<file path="src/rtl/int_ctrl.sv">
// Interrupt controller: synchronizes and latches hw interrupt levels, arbitrates them against INT/ERET
// requests and hands one request at a time to the scheduler. Optional macro INT_CTRL_ACK_TIMEOUT_EN.
module int_ctrl (
    input  logic        schi_clk,
    input  logic        schi_rst,
    input  logic [3:0]  hw_irq,
    input  logic        soft_int_req,
    input  logic [3:0]  soft_int_id,
    input  logic        eret_req,
    input  logic [15:0] cur_pc,
    input  logic        mask_we,
    input  logic [3:0]  mask_wdata,
    input  logic        int_ack,
    output logic        int_o,
    output logic [3:0]  int_id_o,
    output logic [15:0] epc_o,
    output logic        in_handler_o,
    output logic [3:0]  pending_o,
    output logic        err_o
);

    localparam logic [1:0] ST_IDLE    = 2'd0;
    localparam logic [1:0] ST_REQ     = 2'd1;
    localparam logic [1:0] ST_HANDLER = 2'd2;
    localparam logic [3:0] ID_ERET    = 4'hF;

    logic [1:0]  state_reg, state_next;
    logic [3:0]  id_reg, id_next;
    logic [15:0] epc_reg, epc_next;
    logic        err_reg, err_next;
    logic [3:0]  mask_reg;
    logic [3:0]  pending_reg, pending_next;
    logic [3:0]  pending_clr, pending_set;
    logic [3:0]  hw_edge;
    logic [3:0]  hw_ready;
    logic [1:0]  hw_sel_idx;
    logic        hw_any;
    logic        soft_valid;
    logic        ack_timeout;

    // Per-source 2-flop synchronizer plus a delayed copy for rising-edge detection.
    genvar gi;
    generate
        for (gi = 0; gi < 4; gi++) begin : g_irq
            logic sync1_reg, sync2_reg, sync_prev_reg;

            always_ff @(posedge schi_clk or negedge schi_rst) begin
                if (!schi_rst) begin
                    sync1_reg     <= 1'b0;
                    sync2_reg     <= 1'b0;
                    sync_prev_reg <= 1'b0;
                end else begin
                    sync1_reg     <= hw_irq[gi];
                    sync2_reg     <= sync1_reg;
                    sync_prev_reg <= sync2_reg;
                end
            end

            assign hw_edge[gi]      = sync2_reg & ~sync_prev_reg;
            assign pending_next[gi] = (pending_reg[gi] & ~pending_clr[gi]) | pending_set[gi] | hw_edge[gi];
        end
    endgenerate

    // Lowest set index wins among enabled pending sources.
    always_comb begin
        hw_ready   = pending_reg & mask_reg;
        hw_any     = |hw_ready;
        hw_sel_idx = 2'd0;
        for (int i = 3; i >= 0; i--) begin
            if (hw_ready[i]) begin
                hw_sel_idx = i[1:0];
            end
        end
    end

`ifdef INT_CTRL_ACK_TIMEOUT_EN
    logic [3:0] ack_cnt_reg, ack_cnt_next;

    always_comb begin
        ack_cnt_next = 4'd0;
        if (state_reg == ST_REQ && !int_ack) begin
            ack_cnt_next = ack_cnt_reg + 4'd1;
        end
    end

    always_ff @(posedge schi_clk or negedge schi_rst) begin
        if (!schi_rst) begin
            ack_cnt_reg <= 4'd0;
        end else begin
            ack_cnt_reg <= ack_cnt_next;
        end
    end

    assign ack_timeout = (state_reg == ST_REQ) && !int_ack && (ack_cnt_reg == 4'hF);
`else
    assign ack_timeout = 1'b0;
`endif

    assign soft_valid = soft_int_req && (soft_int_id != ID_ERET);

    always_comb begin
        state_next  = state_reg;
        id_next     = id_reg;
        epc_next    = epc_reg;
        err_next    = err_reg;
        pending_clr = 4'd0;
        pending_set = 4'd0;

        if (soft_int_req && soft_int_id == ID_ERET) begin
            err_next = 1'b1;
        end

        case (state_reg)
            ST_IDLE: begin
                if (eret_req) begin
                    err_next = 1'b1;
                end
                if (soft_valid) begin
                    id_next    = soft_int_id;
                    epc_next   = cur_pc;
                    state_next = ST_REQ;
                end else if (hw_any) begin
                    pending_clr = 4'b0001 << hw_sel_idx;
                    id_next     = {2'b10, hw_sel_idx};
                    epc_next    = cur_pc;
                    state_next  = ST_REQ;
                end
            end
            ST_REQ: begin
                if (soft_int_req) begin
                    err_next = 1'b1;
                end
                if (int_ack) begin
                    state_next = (id_reg == ID_ERET) ? ST_IDLE : ST_HANDLER;
                end else if (ack_timeout) begin
                    // Abandoned hw dispatch goes back into pending so it is not lost.
                    err_next   = 1'b1;
                    state_next = ST_IDLE;
                    if (id_reg[3:2] == 2'b10) begin
                        pending_set = 4'b0001 << id_reg[1:0];
                    end
                end
            end
            ST_HANDLER: begin
                if (soft_int_req) begin
                    err_next = 1'b1;
                end
                if (eret_req) begin
                    id_next    = ID_ERET;
                    state_next = ST_REQ;
                end
            end
            default: begin
                state_next = ST_IDLE;
            end
        endcase
    end

    always_ff @(posedge schi_clk or negedge schi_rst) begin
        if (!schi_rst) begin
            state_reg   <= ST_IDLE;
            id_reg      <= 4'd0;
            epc_reg     <= 16'd0;
            err_reg     <= 1'b0;
            mask_reg    <= 4'hF;
            pending_reg <= 4'd0;
        end else begin
            state_reg   <= state_next;
            id_reg      <= id_next;
            epc_reg     <= epc_next;
            err_reg     <= err_next;
            pending_reg <= pending_next;
            if (mask_we) begin
                mask_reg <= mask_wdata;
            end
        end
    end

    assign int_o        = (state_reg == ST_REQ);
    assign in_handler_o = (state_reg == ST_HANDLER);
    assign int_id_o     = id_reg;
    assign epc_o        = epc_reg;
    assign pending_o    = pending_reg;
    assign err_o        = err_reg;

endmodule

</file>
<file path="config.mk">
export PLATFORM = sky130hd
export DESIGN_NAME = int_ctrl
export DESIGN_NICKNAME = d
export VERILOG_FILES = /design/src/rtl/int_ctrl.sv
export SDC_FILE = /design/constraint.sdc
export NUM_CORES = 1
export LEC_CHECK = 0
export CAP_MARGIN = 20
export CORE_MARGIN = 8
export CORE_UTILIZATION = 45
export CTS_BUF_LIST = sky130_fd_sc_hd__clkbuf_2 sky130_fd_sc_hd__clkbuf_4 sky130_fd_sc_hd__clkbuf_8
export DETAILED_ROUTE_END_ITERATION = 6
export GPL_TIMING_DRIVEN = 0
export PLACE_DENSITY = 0.79
export SYNTH_ARGS = -nofsm -noshare
export SYNTH_HDL_FRONTEND = slang
export SYNTH_SLANG_ARGS = --single-unit
</file>
<file path="constraint.sdc">
create_clock -name schi_clk -period 1.99 [get_ports schi_clk]
set_input_delay 0.2985 -clock schi_clk [delete_from_list [all_inputs] [get_ports schi_clk]]
set_output_delay 0.2985 -clock schi_clk [all_outputs]
set_load 0.1 [all_outputs]
</file>
After elaboration in Yosys (flattened, before gate mapping)
Index checks and enable logic that the tools add are counted.
- input port bits: 34
- output and inout bits: 27
- bits in registers: 43
- logic and storage cells: 81
- reduce and logical (&&, ||, !) cells: 10
- bitwise operators: 21
- multiplexer cells: 23
- equality and inequality tests: 8
- shifts and indexed selects: 1
- operators by type and width (operator ; number):
    2-to-1 mux 16 bit ; 2
    2-to-1 mux 4 bit ; 6
    2-to-1 mux 2 bit ; 9
    bitwise AND 1 bit ; 8
    equality test 4 bit, second input constant ; 2
    NOT 1 bit ; 8
    case mux 4 bit (2 select lines) ; 1
    case mux 2 bit (3 select lines) ; 1
    AND reduction 3 bit ; 2
    bitwise AND 4 bit ; 1
    inequality test 2 bit, second input constant ; 2
    inequality test 4 bit, second input constant ; 1
    OR 1 bit ; 4
    nonzero test 2 bit ; 2
    OR reduction 4 bit ; 1
    left shift 1 x 2 -> 4 bit, first input constant ; 1
    2-to-1 mux 1 bit ; 3
    inequality test 3 bit, second input constant ; 1
    equality test 2 x 1 -> 1 bit, second input constant ; 1
    equality test 2 bit, second input constant ; 1
    logical AND 1 bit ; 2
    zero test 2 bit ; 1
    case mux 1 bit (2 select lines) ; 1
    AND reduction 2 bit ; 1
    OR reduction 2 bit ; 1

Longest topological paths before layout
Gate-level depths: netlist of the first run.
- depth in word-level cells: 12
- depth in mapped cells: 5
- depth with buffers taken out: 5

Worst setup path after synthesis of the first run
Ideal clock, no wire load.
- path type: register to register
- from: reg pending_reg[1] (netlist: pending_o[1])
- to: reg epc_reg[10] (netlist: epc_o[10])
- setup time: 0.125 ns
- required time: 1.865 ns
- data arrival time: 1.969 ns
- path slack: -0.104 ns
- buffers on the path: 1
- period minus slack after synthesis: 2.094 ns
- cell stages (with the launch flop): 6
- path through: dfrtp_1 a22oi_2 nand3_2 o21ai_4 buf_12 mux2_4
- longest elaborated chain between the ends: 4
- ends and longest elaborated chain (what ; RTL line ; text):
    from (decl) ; 32 ; logic [3:0] pending_reg, pending_next;
    from (signal assigned) ; 172 ; pending_reg <= pending_next;
    bitwise AND 4 bit ; 66 ; hw_ready = pending_reg & mask_reg;
    OR reduction 4 bit ; 67 ; hw_any = |hw_ready;
    nonzero test 2 bit (no line) ; n/a ;
    AND reduction 2 bit (no line) ; n/a ;
    to (signal assigned) ; 170 ; epc_reg <= epc_next;
    to (decl) ; 29 ; logic [15:0] epc_reg, epc_next;
Every way passes these cells.
A chain may end at the register's enable or synchronous reset.

Worst setup path in the final report of the first run
- from: reg state_reg[1]
- to: out int_o
- longest elaborated chain between the ends: 1
- ends and longest elaborated chain (what ; RTL line ; text):
    from (decl) ; 27 ; logic [1:0] state_reg, state_next;
    from (signal assigned) ; 168 ; state_reg <= state_next;
    equality test 2 x 1 -> 1 bit ; 179 ; assign int_o = (state_reg == ST_REQ);
    to (decl) ; 14 ; output logic int_o,
Every way passes these cells.

==> metrics.cfg, run 1 <==
[floorplan]
die_area_sq_um=6260
core_sq_um=3910
rows=23
die_w_um=79.1
initial_core_util_pct=45.8
io_pins=61
die_h_um=79.1

[sta]
fin_ws_ns=0.0918
fin_crit_ns=1.90
maxSlewViolCount=0
worst_pin_slew_ns=0.983
finalCritPeriodShare_pct=95.4
hold_viol=0
setup_violations=0
relSlewSlack_pct=34.7
finClkSkew_ns=0.0102
max_clock_freq_ghz=0.527
rsz0062_at_grt=no

[synthesis]
synth.largest_area_cell=dfrtp_1
synth_flop_cell=dfrtp_1
synthTopCellsByArea=dfrtp_1 (54%), mux2_4 (8.4%), mux2_2 (6.3%)
synth_most_common_cell=dfrtp_1
synth_edf_count=0
ys_ff_latch=43
avgSynthCellArea_sq_um=14.2
synth_fp_nets=165
synth_cells=126
synth-seq-area-share_pct=60.3
synth.top_cell.area_share_pct=54.4
synthesis.area_sq_um=1790
yosys-top-cells-count=dfrtp_1 (39), inv_1 (10), mux2_2 (10), mux2_4 (10), o21ai_0 (10)
yosys_warnings=0
synth_cell_types=33
async_flop_share_pct=100

[finish]
fin_util_pct=64.8
drive_above_1_share_pct=23.7
design_area_sq_um=2540
largest_reg_flops=16
syn2layout_area_growth_pct=41.4
n_antenna_cell=0
nNetsFinal=232

[critical_path]
critPathLaunchType=flip-flop
r2r_cells=5
reg2reg_to=epc_o[13]
crit_fanout=5
setup.worst_path.class=reg -> out
crit_chain=inv_1 -> ha_1 -> clkdlybuf4s15_2
cp_slowest_cell=clkdlybuf4s15_2
critPathArrivalTime_ns=1.60
reg2reg_from=pending_o[1]
endpoint_kind=output pin
worstPathRequired_ns=1.69
rrSetupSlack_ns=0.22
slowest_delay_ns=0.57

[placement]
preCtsSetupSlack_ns=-0.214
dpl-instance-area_sq_um=2460
io_buffer_count=60
dp_hpwl_mm=3.09
gp_congestion=0.826

[clock_tree]
htreeDepth=2
cts_tree=built
post_cts_buffers=0
clk_pin_slew_ns=0.08
cts_root_buf=clkbuf_8
holdBufCountCts=0
cts_resized=31
cts_buffers=5
clock_path_buffers=2
clock_latency_ns=0.29
cts.sinks=43

[hold_path]
min_path_type=in -> async

[drt]
via_per_inst=5.15
drc=0
vias=1257
drt_wl_total_mm=4.01
drtAntennaViolNets=0
first_iter_violations=56
wire_per_inst_um=16.4
drtPass1Iterations=4

[grt]
track_usage_pct=12.7
antenna_found_initial=0
overflow=0
grt_max_degree=44
first_global_vias=1371
grt_first_pass_wirelength_mm=6.35

[run]
max-cap-violations=0

[outcome]
status=complete, no violations

## metal layers
layer  GRT usage [%]  share of wire [%]  up-vias
met5               0                  0        -
met4            4.26                1.6        0
met3            5.64                9.2        6
met2            21.1                 48       53
met1            14.2                 41      618
li1                -                  -      580
## layout by cell type, fill, tap and decap left out, types with 3 or more instances in the layout
cell	instances
dfrtp_1	37
clkdlybuf4s50_1	32
dlygate4sd2_1	25
inv_1	10
o21ai_0	10
mux2_4	10
mux2_2	10
nand2_1	7
clkbuf_8	5
ha_1	4
dfstp_2	4
nand4_1	3
mux2i_1	3
## worst max path at each step
| stage | cells after the start | to | slack [ns] | start |
|---|---|---|---|---|
| 2_1_floorplan | 5 | epc_o[10] | 0.001 | pending_o[2] |
| 3_3_place_gp | 1 | pending_o[1] | -0.50 | schi_rst |
| 3_5_place_dp | 3 | in_handler_o | -0.21 | state_reg[0] |
| 4_1_cts | 3 | in_handler_o | 0.04 | state_reg[0] |
| 5_1_grt | 3 | int_o | 0.04 | state_reg[1] |
| 6_report | 3 | int_o | 0.09 | state_reg[1] |
## cells by family after synthesis
family / count (synthesis) / synth area share [%]
DFF: 43 / 60.3
AOI/OAI and AO/OA: 23 / 9.69
muxes: 23 / 16.3
and+or+nand+nor: 21 / 7.04
buffers and inverters: 11 / 3.21
adders and majority gates: 5 / 3.49
## layout make-up
cell class              count  area (sq um)
plain buffers               1          20.0
clock buffers               5          68.8
clock inverters             3          46.3
fillers                   305          1380
inverters                  10          37.5
multi-input cells          72           658
flip-flops and latches     43          1080
well taps                  50          62.6
repair buffers             60           561
## critical path, delay by kind of cell, from the launching register on
kind / cells / cell delay, ns
adder cells (fa/ha/maj): 1 / 0.20
buffers and inverters: 2 / 0.67
flip-flops: 1 / 0.44
## metrics by stage
| stage | cells | setup TNS (ns) | hold WS, ns |
|---|---|---|---|
| global route | 244 | 0 | 0.210 |
| finish | 244 | 0 | 0.130 |
| floorplan | 126 | 0 | 0.00291 |
| global placement | 236 | -15.60 | 0.332 |
| CTS | 244 | 0 | 0.161 |
| detailed placement | 236 | -1.74 | 0.335 |
Power of run 1 is left out: the tool's default activity adds up to more than one toggle a clock period on the data nets, which glitch-free logic cannot reach.
==> run 2: changes to the inputs <==
Clock period 1.99 ns to 2.1 ns, I/O delays scaled along.
==> metrics.cfg, run 2 (synthesized netlist as in run 1, its figures left out) <==
[clock_tree]
clk_pin_slew_ns=0.07
cts.sinks=43
cts_root_buf=clkbuf_8
holdBufCountCts=0
post_cts_buffers=0
cts_tree=built
clock_path_buffers=2
htreeDepth=2
cts_buffers=5
clock_latency_ns=0.29

[critical_path]
reg2reg_to=epc_o[14]
slowest_delay_ns=0.88
crit_buf_inv=1
r2r_cells=5
endpoint_kind=output pin
reg2reg_from=pending_o[1]
crit_fanout=5
critPathLaunchType=flip-flop
worstPathRequired_ns=1.78
critPathArrivalTime_ns=1.60
cp_slowest_cell=dlygate4sd2_1
setup.worst_path.class=reg -> out
cp_num_cells=1
critPathLaunch=pending_o[0]
crit_chain=dlygate4sd2_1
rrSetupSlack_ns=0.28
endpoint=pending_o[0]
critPathTopFamily=buffers and inverters

[grt]
track_usage_pct=12.9
grt.met1_usage_pct=14.6
use_met2_pct=21.7
overflow=0
grt_use_met3_pct=5.30
busiest_layer=met2
grt_first_pass_wirelength_mm=6.36
first_global_vias=1320
grt_max_degree=44
antenna_found_initial=0

[finish]
layout_common_cells=dfrtp_1 (39), clkdlybuf4s50_1 (32), dlygate4sd2_1 (25)
drive_above_1_share_pct=22.2
n_antenna_cell=0
syn2layout_area_growth_pct=41.1
largest_reg_flops=16
layout.cells.most_common=dfrtp_1
nNetsFinal=232

[drt]
drt_wl_total_mm=4.00
drtPass1Iterations=4
via_per_inst=5.03
drc=0
vias=1228
wire_per_inst_um=16.4
drtAntennaViolNets=0
first_iter_violations=63

[floorplan]
rows=23
core_sq_um=3910
die_w_um=79.1
io_pins=61
die_area_sq_um=6260
die_h_um=79.1
initial_core_util_pct=45.8

[placement]
io_buffer_count=60
dp_hpwl_mm=3.10
gp_congestion=0.823

[sta]
worst_pin_slew_ns=0.977
setup_violations=0
relSlewSlack_pct=35.1
finClkSkew_ns=0.0105
max_clock_freq_ghz=0.521
hold_viol=0
fin_crit_ns=1.92
maxSlewViolCount=0
holdWs_ns=0.160
finalCritPeriodShare_pct=91.4
rsz0062_at_grt=no

[run]
max-cap-violations=0

[outcome]
status=complete, no violations

[hold_path]
min_path_type=in -> async

## run 2: changes by cell type in the layout (fill, tap and decap cells not counted), sizes merged
| cell | delta |
|---|---|
| inv | -1 |
| clkbuf | +1 |
## run 2: what timing repair did
item,4_1_cts,5_1_grt
pin swaps,0,0
setup endpoints to repair,27,1
resized for setup,31,2
endpoints found under the hold margin,0,0
## run 2: layout make-up
cell class | count | area (sq um)
plain buffers | 1 | 20.0
clock buffers | 6 | 76.3
clock inverters | 2 | 37.5
fillers | 330 | 1380
inverters | 10 | 37.5
multi-input cells | 72 | 656
flip-flops and latches | 43 | 1080
well taps | 50 | 62.6
repair buffers | 60 | 561
## run 2: layer usage
metal | routed length, um | vias up
met4 | 34 | 0
li1 | - | 577
met3 | 329 | 3
met2 | 1980 | 54
met1 | 1660 | 594
met5 | 0 | -
## run 2: worst min-delay path by stage
stage	to	depth (start not counted)	slack (ns)
2_1_floorplan	epc_o[0]	0	0.02
3_3_place_gp	g_irq[0].sync2_reg	0	0.33
3_5_place_dp	g_irq[1].sync2_reg	0	0.33
4_1_cts	g_irq[0].sync_prev_reg	1	0.18
5_1_grt	g_irq[0].sync_prev_reg	1	0.23
6_report	int_id_o[1]	1	0.16
## run 2: stage by stage
stage / worst slack (ns) / instance area (sq um) / setup TNS, ns / util, % / cells
2_1_floorplan: 0.00587 / 1790 / 0 / - / 126
3_3_place_gp: -0.274 / 2460 / -10.87 / 62.8 / 236
3_5_place_dp: -0.191 / 2450 / -0.529 / 62.7 / 236
4_1_cts: 0.0622 / 2540 / 0 / 64.8 / 244
5_1_grt: 0.0943 / 2530 / 0 / 64.7 / 244
6_report: 0.180 / 2530 / 0 / 64.7 / 244
Power of run 2 is left out for the same reason.
